<file path="src/rtl/rob_retire_unit.sv">
// rob_retire_unit: in-order reorder buffer with a dual-retire commit stage.
// It allocates one entry per cycle at dispatch. Two writeback ports record
// completion. Each cycle it retires up to the two oldest completed entries onto
// two architectural register file write ports.
//
// Optional feature: define ROB_FLUSH_EN to add a synchronous 'flush' input.
// A flush empties the buffer and overrides alloc, writeback and retire that cycle.
//
// Ports:
//   clk, rstn                      clock, async active-low reset
//   alloc_valid/has_dest/preg      dispatch request
//   alloc_ready, alloc_tag         comb: not full, tag for accepted request
//   wb1_*/wb2_*                    writeback completions (wb1 wins on same tag)
//   retire1/write_addr1/data1      registered write port, oldest entry
//   retire2/write_addr2/data2      registered write port, second-oldest entry
//   commit_cnt                     registered entries freed this cycle
//   count, empty, full             occupancy
//   flush                          (ROB_FLUSH_EN only) clear all entries
module rob_retire_unit #(
    parameter int unsigned DEPTH  = 16,
    parameter int unsigned TAG_W  = 4,
    parameter int unsigned PREG_W = 6,
    parameter int unsigned DATA_W = 32
) (
    input  logic              clk,
    input  logic              rstn,
`ifdef ROB_FLUSH_EN
    input  logic              flush,
`endif
    input  logic              alloc_valid,
    input  logic              alloc_has_dest,
    input  logic [PREG_W-1:0] alloc_preg,
    output logic              alloc_ready,
    output logic [TAG_W-1:0]  alloc_tag,
    input  logic              wb1_valid,
    input  logic [TAG_W-1:0]  wb1_tag,
    input  logic [DATA_W-1:0] wb1_data,
    input  logic              wb2_valid,
    input  logic [TAG_W-1:0]  wb2_tag,
    input  logic [DATA_W-1:0] wb2_data,
    output logic              retire1,
    output logic [PREG_W-1:0] write_addr1,
    output logic [DATA_W-1:0] write_data1,
    output logic              retire2,
    output logic [PREG_W-1:0] write_addr2,
    output logic [DATA_W-1:0] write_data2,
    output logic [1:0]        commit_cnt,
    output logic [TAG_W:0]    count,
    output logic              empty,
    output logic              full
);

    localparam int unsigned CNT_W = TAG_W + 1;

    logic [DEPTH-1:0]  ent_valid;
    logic [DEPTH-1:0]  ent_done;
    logic [DEPTH-1:0]  ent_has_dest;
    logic [PREG_W-1:0] ent_preg [DEPTH];
    logic [DATA_W-1:0] ent_data [DEPTH];

    logic [TAG_W-1:0]  head;
    logic [TAG_W-1:0]  tail;

    logic [TAG_W-1:0]  head1;
    logic              r0;
    logic              r1;
    logic [1:0]        commit_c;
    logic              alloc_fire;
    logic              flush_i;

`ifdef ROB_FLUSH_EN
    assign flush_i = flush;
`else
    assign flush_i = 1'b0;
`endif

    // Occupancy flags; ready uses count before this cycle's retirement.
    assign full        = (count == CNT_W'(DEPTH));
    assign empty       = (count == '0);
    assign alloc_ready = !full;
    assign alloc_tag   = tail;
    assign alloc_fire  = alloc_valid && alloc_ready;

    // Strict in-order retire select on registered state.
    always_comb begin
        head1    = head + TAG_W'(1);
        r0       = ent_valid[head] && ent_done[head];
        r1       = r0 && ent_valid[head1] && ent_done[head1];
        commit_c = 2'({1'b0, r0} + {1'b0, r1});
    end

    // Entry array, pointers and registered retire ports.
    always_ff @(posedge clk or negedge rstn) begin
        if (!rstn) begin
            ent_valid    <= '0;
            ent_done     <= '0;
            ent_has_dest <= '0;
            for (int unsigned i = 0; i < DEPTH; i++) begin
                ent_preg[i] <= '0;
                ent_data[i] <= '0;
            end
            head        <= '0;
            tail        <= '0;
            count       <= '0;
            retire1     <= 1'b0;
            retire2     <= 1'b0;
            write_addr1 <= '0;
            write_data1 <= '0;
            write_addr2 <= '0;
            write_data2 <= '0;
            commit_cnt  <= '0;
        end else if (flush_i) begin
            ent_valid  <= '0;
            ent_done   <= '0;
            head       <= '0;
            tail       <= '0;
            count      <= '0;
            retire1    <= 1'b0;
            retire2    <= 1'b0;
            commit_cnt <= '0;
        end else begin
            retire1    <= r0 && ent_has_dest[head];
            retire2    <= r1 && ent_has_dest[head1];
            commit_cnt <= commit_c;
            // Address/data only load on a real write, otherwise hold.
            if (r0 && ent_has_dest[head]) begin
                write_addr1 <= ent_preg[head];
                write_data1 <= ent_data[head];
            end
            if (r1 && ent_has_dest[head1]) begin
                write_addr2 <= ent_preg[head1];
                write_data2 <= ent_data[head1];
            end

            // wb2 first so wb1 overrides on a shared tag.
            if (wb2_valid && ent_valid[wb2_tag]) begin
                ent_done[wb2_tag] <= 1'b1;
                ent_data[wb2_tag] <= wb2_data;
            end
            if (wb1_valid && ent_valid[wb1_tag]) begin
                ent_done[wb1_tag] <= 1'b1;
                ent_data[wb1_tag] <= wb1_data;
            end

            // Retirement invalidation after writeback: a wb to a freed tag is dropped.
            if (r0) begin
                ent_valid[head] <= 1'b0;
                ent_done[head]  <= 1'b0;
            end
            if (r1) begin
                ent_valid[head1] <= 1'b0;
                ent_done[head1]  <= 1'b0;
            end

            // Tail slot is never valid when alloc fires (full blocks alloc).
            if (alloc_fire) begin
                ent_valid[tail]    <= 1'b1;
                ent_done[tail]     <= 1'b0;
                ent_has_dest[tail] <= alloc_has_dest;
                ent_preg[tail]     <= alloc_preg;
                ent_data[tail]     <= '0;
            end

            head  <= head + TAG_W'(commit_c);
            tail  <= tail + TAG_W'(alloc_fire);
            count <= count + CNT_W'(alloc_fire) - CNT_W'(commit_c);
        end
    end

endmodule

</file>
<file path="config.mk">
export PLATFORM = sky130hd
export DESIGN_NAME = rob_retire_unit
export DESIGN_NICKNAME = d
export VERILOG_FILES = /design/src/rtl/rob_retire_unit.sv
export SDC_FILE = /design/constraint.sdc
export NUM_CORES = 2
export LEC_CHECK = 0
export CAP_MARGIN = 20
export CORE_MARGIN = 2
export CORE_UTILIZATION = 55
export DETAILED_ROUTE_END_ITERATION = 8
export MAX_ROUTING_LAYER = met4
export PLACE_DENSITY = 0.77
export SLEW_MARGIN = 20
export SYNTH_ARGS = -nofsm -noshare
export SYNTH_HDL_FRONTEND = slang
export SYNTH_SLANG_ARGS = --single-unit
</file>
<file path="constraint.sdc">
create_clock -name clk -period 4.5 [get_ports clk]
set_clock_uncertainty 0.2 [all_clocks]
set_input_delay 0.9 -clock clk [delete_from_list [all_inputs] [get_ports clk]]
set_output_delay 0.9 -clock clk [all_outputs]
set_load 0.02 [all_outputs]
</file>
==> summary.txt <==
Status
  • Status: complete, no violations

Global route
  • Congestion Overflow GR: 0
  • Largest net degree at the start of global routing: about 130
  • Initial antenna violation count: 14
  • Gr usage total: 38.2%
  • First-pass GRT wire length: between 200 and 250 mm
  • Vias in the first global route: about 34000

Route
  • Via count: 34118
  • Initial DRC Count: 4691
  • Remaining antenna violation count: 0
  • WL/cell: around 33 um
  • Via/cell ratio: 7.30
  • 1st-pass router iterations: 6
  • DRC viols: 0
  • DRT Wirelength: 152 mm

Critical path
  • Crit-path max FO: 36
  • Worst EP arrival: around 4500 ps
  • CP cell instances: buf_4 > nand3_1 > xnor2_4 > buf_4 > mux4_2 > nand2_4 > buf_12 > mux2_2
  • CP Launch Type: register
  • Cell mode on critical path: buf_4
  • Largest stage delay, worst path: around 860 ps
  • Crit end category: register
  • Critical Path RT: about 4800 ps
  • Slowest stage cell, crit path: buf_4
  • WS Path Type: reg -> reg

Placed design
  • DPL Wire Length: approximately 84 mm
  • I/O Buffers: about 180
  • DP Cell Count: about 4500
  • Pre-CTS setup slack: between 300 and 400 ps
  • Placer Congestion: roughly 0.97

Clock network
  • Clock-pin slew on the worst setup and hold paths: ~60 ps
  • CTS tree: done
  • H-tree depth: 3
  • CTS Sinks: roughly 750
  • Clock latency on the worst-skew pair: ~660 ps
  • Post-CTS setup buffers: 0
  • CTS buffer count: between 80 and 90
  • Clock buffer depth: 3
  • Cts repair resizes: 0
  • Root Driver: clkbuf_16
  • Post-CTS Hold Buffers: 0

Finish
  • Nets: 3632
  • Final Non-Filler Cells: ~4700
  • Ratio of cells with drive above 1 in the final layout: 24.7%
  • Commonest non-fill, non-tap cell in the layout: dfrtp_1
  • Area Overhead vs Synth: 13.6%
  • Most frequent cells in the layout: dfrtp_1 (745), nor2_1 (536), a211oi_1 (520), mux2i_1 (513), mux4_2 (398)
  • Fillers: just under 6000

Floorplanning
  • Core ar.: approximately 80000 um^2
  • Die Y-Extent: 288 um
  • Io pins: about 180
  • Die Wd: approximately 290 um
  • Starting Density: a little under three fifths
  • Die ar.: approximately 83000 um^2
  • Row cnt: 104

STA
  • Tmin final: approximately 4200 ps
  • Fmax: approximately 240 MHz
  • Rel. slew slack: around 22%
  • Final critical-path setup slack: between 200 and 300 ps
  • RSZ-0062 raised after global routing: no
  • Final setup violation count: 0
  • Worst-Margin Slew: 1160 ps
  • Hold Violations, Final: 0
  • Slew Limit Fails: 0
  • Tcrit/Tclk final: between 90% and 100%
  • Post-Route Setup TNS: 0 ps

Yosys
  • Post-Syn Instances: 3603
  • Post-synth top flop: dfrtp_1
  • Ys Warns: 0
  • Sequential fraction of the synthesis area: 42.3%
  • Mapped cell area: 44300 um^2
  • #FFs+latches synth: around 750
  • Largest cells by area after synthesis: dfrtp_1 (42%), mux4_2 (20%), mux2i_1 (12%)
  • Syn_area_per_cell: 12.3 um^2
  • Synth top area share: 42.3%
  • Syn nets: 3707
  • Ys async rst share: 100%
  • Cell taking the most area after synthesis: dfrtp_1
  • EDFF count, synth: 0
  • Post-synthesis cell type count: just over 50

Power and ir drop
  • Power per cell area: ~770 nW/um^2
  • Worst vdd ir: 0.00102 V
  • Leakage Power: approximately 20 nW

Run
  • Max cap viols: 0

Hold path
  • Hold Crit Class: in -> async
==> per-stage QoR <==
step	util, %	instance area (um^2)	hold slack [ps]	power [mW]
after floorplan	-	44300	285	25.6
after global placement	59.2	47400	292	30.5
after detailed placement	59.2	47400	298	31.1
after CTS	62.7	50300	228	38.4
after global routing	62.8	50300	282	40.3
final	62.8	50300	203	38.7
==> worst max-delay path: cells and delay by family (launching register included) <==
| family | cells | cell delay [ps] |
|---|---|---|
| buffers and inverters | 3 | 1430 |
| muxes | 2 | 1010 |
| and+or+nand+nor | 2 | 620 |
| DFF | 1 | 520 |
| xor gates and xnor gates | 1 | 240 |
==> synthesized netlist by cell type (all sizes together), types with 3 or more instances <==
cell type / instances
nand3: 22
a211oi: 520
clkbuf: 329
mux4: 398
nand2: 53
nand2b: 7
buf: 116
a21oi: 6
and2: 4
xor2: 4
xnor2: 6
o21ai: 3
nand4: 8
o22ai: 3
nor2b: 9
a32o: 4
ha: 18
nor2: 543
inv: 23
nor3b: 6
a21o: 14
nor3: 20
mux2i: 514
and3: 15
dfrtp: 749
mux2: 188
==> state kept, by name, indices dropped and copies added (netlist names), 5 cells and up <==
register and flops:
count 5, write_addr1 6, ent_done 16, ent_data 512, ent_has_dest 16, write_addr2 6, ent_preg 96, write_data1 32
ent_valid 16, write_data2 32
==> layout make-up <==
type	count	area, um^2	area share (%)
Clock buffer	121	2390	4.75
Multi-Input combinational cell	2386	24000	47.7
Antenna cell	16	40.0	0.0796
Clock inverter	31	447	0.888
Tap cell	1060	1330	2.64
Timing Repair Buffer	286	3250	6.46
Inverter	23	88.8	0.177
Sequential cell	749	18800	37.3
==> final timing paths <==
path / endpoint / slack, ps / depth (start not counted) / from
setup / recovery: write_data2[26] / 290 / 8 / head[2]
hold / removal: retire1 / 200 / 1 / rstn
setup reg to reg: write_data2[26] / 290 / 8 / head[2]
hold reg to reg: write_data1[4] / 310 / 1 / write_data1[4]
max in group asynchronous: ent_data[14] / 2930 / 2 / rstn
min in group clk: write_data1[4] / 310 / 1 / write_data1[4]
==> layer usage <==
metal | track usage [%] | vias up | part of all wire [%]
met3 | 11.7 | 601 | 14
met2 | 53.7 | 2623 | 44
met1 | 50.5 | 17320 | 37
met4 | 19.0 | 0 | 5.5
li1 | - | 13574 | -
met5 | - | - | 0
==> power breakdown <==
group          switching [mW]  internal (mW)  leakage, nW
Sequential               2.66           9.91         9.44
Clock                    2.95           4.22         1.37
Combinational            8.54           10.4         9.67
Total                    14.1           24.5         20.5
==> cell families (layout without fill, tap and decap cells) <==
logic type / Yosys count / after routing / share of synthesized area, %
other: 0 / 16 / 0
AOI/OAI and AO/OA: 562 / 562 / 9.53
xor gates and xnor gates: 10 / 10 / 0.215
adders and majority gates: 20 / 20 / 0.599
muxes: 1100 / 1100 / 36.8
and+or+nand+nor: 694 / 694 / 6.35
DFF: 749 / 749 / 42.3
buffers and inverters: 468 / 461 / 4.22
Note: power is estimated with default switching activity, not from simulation.
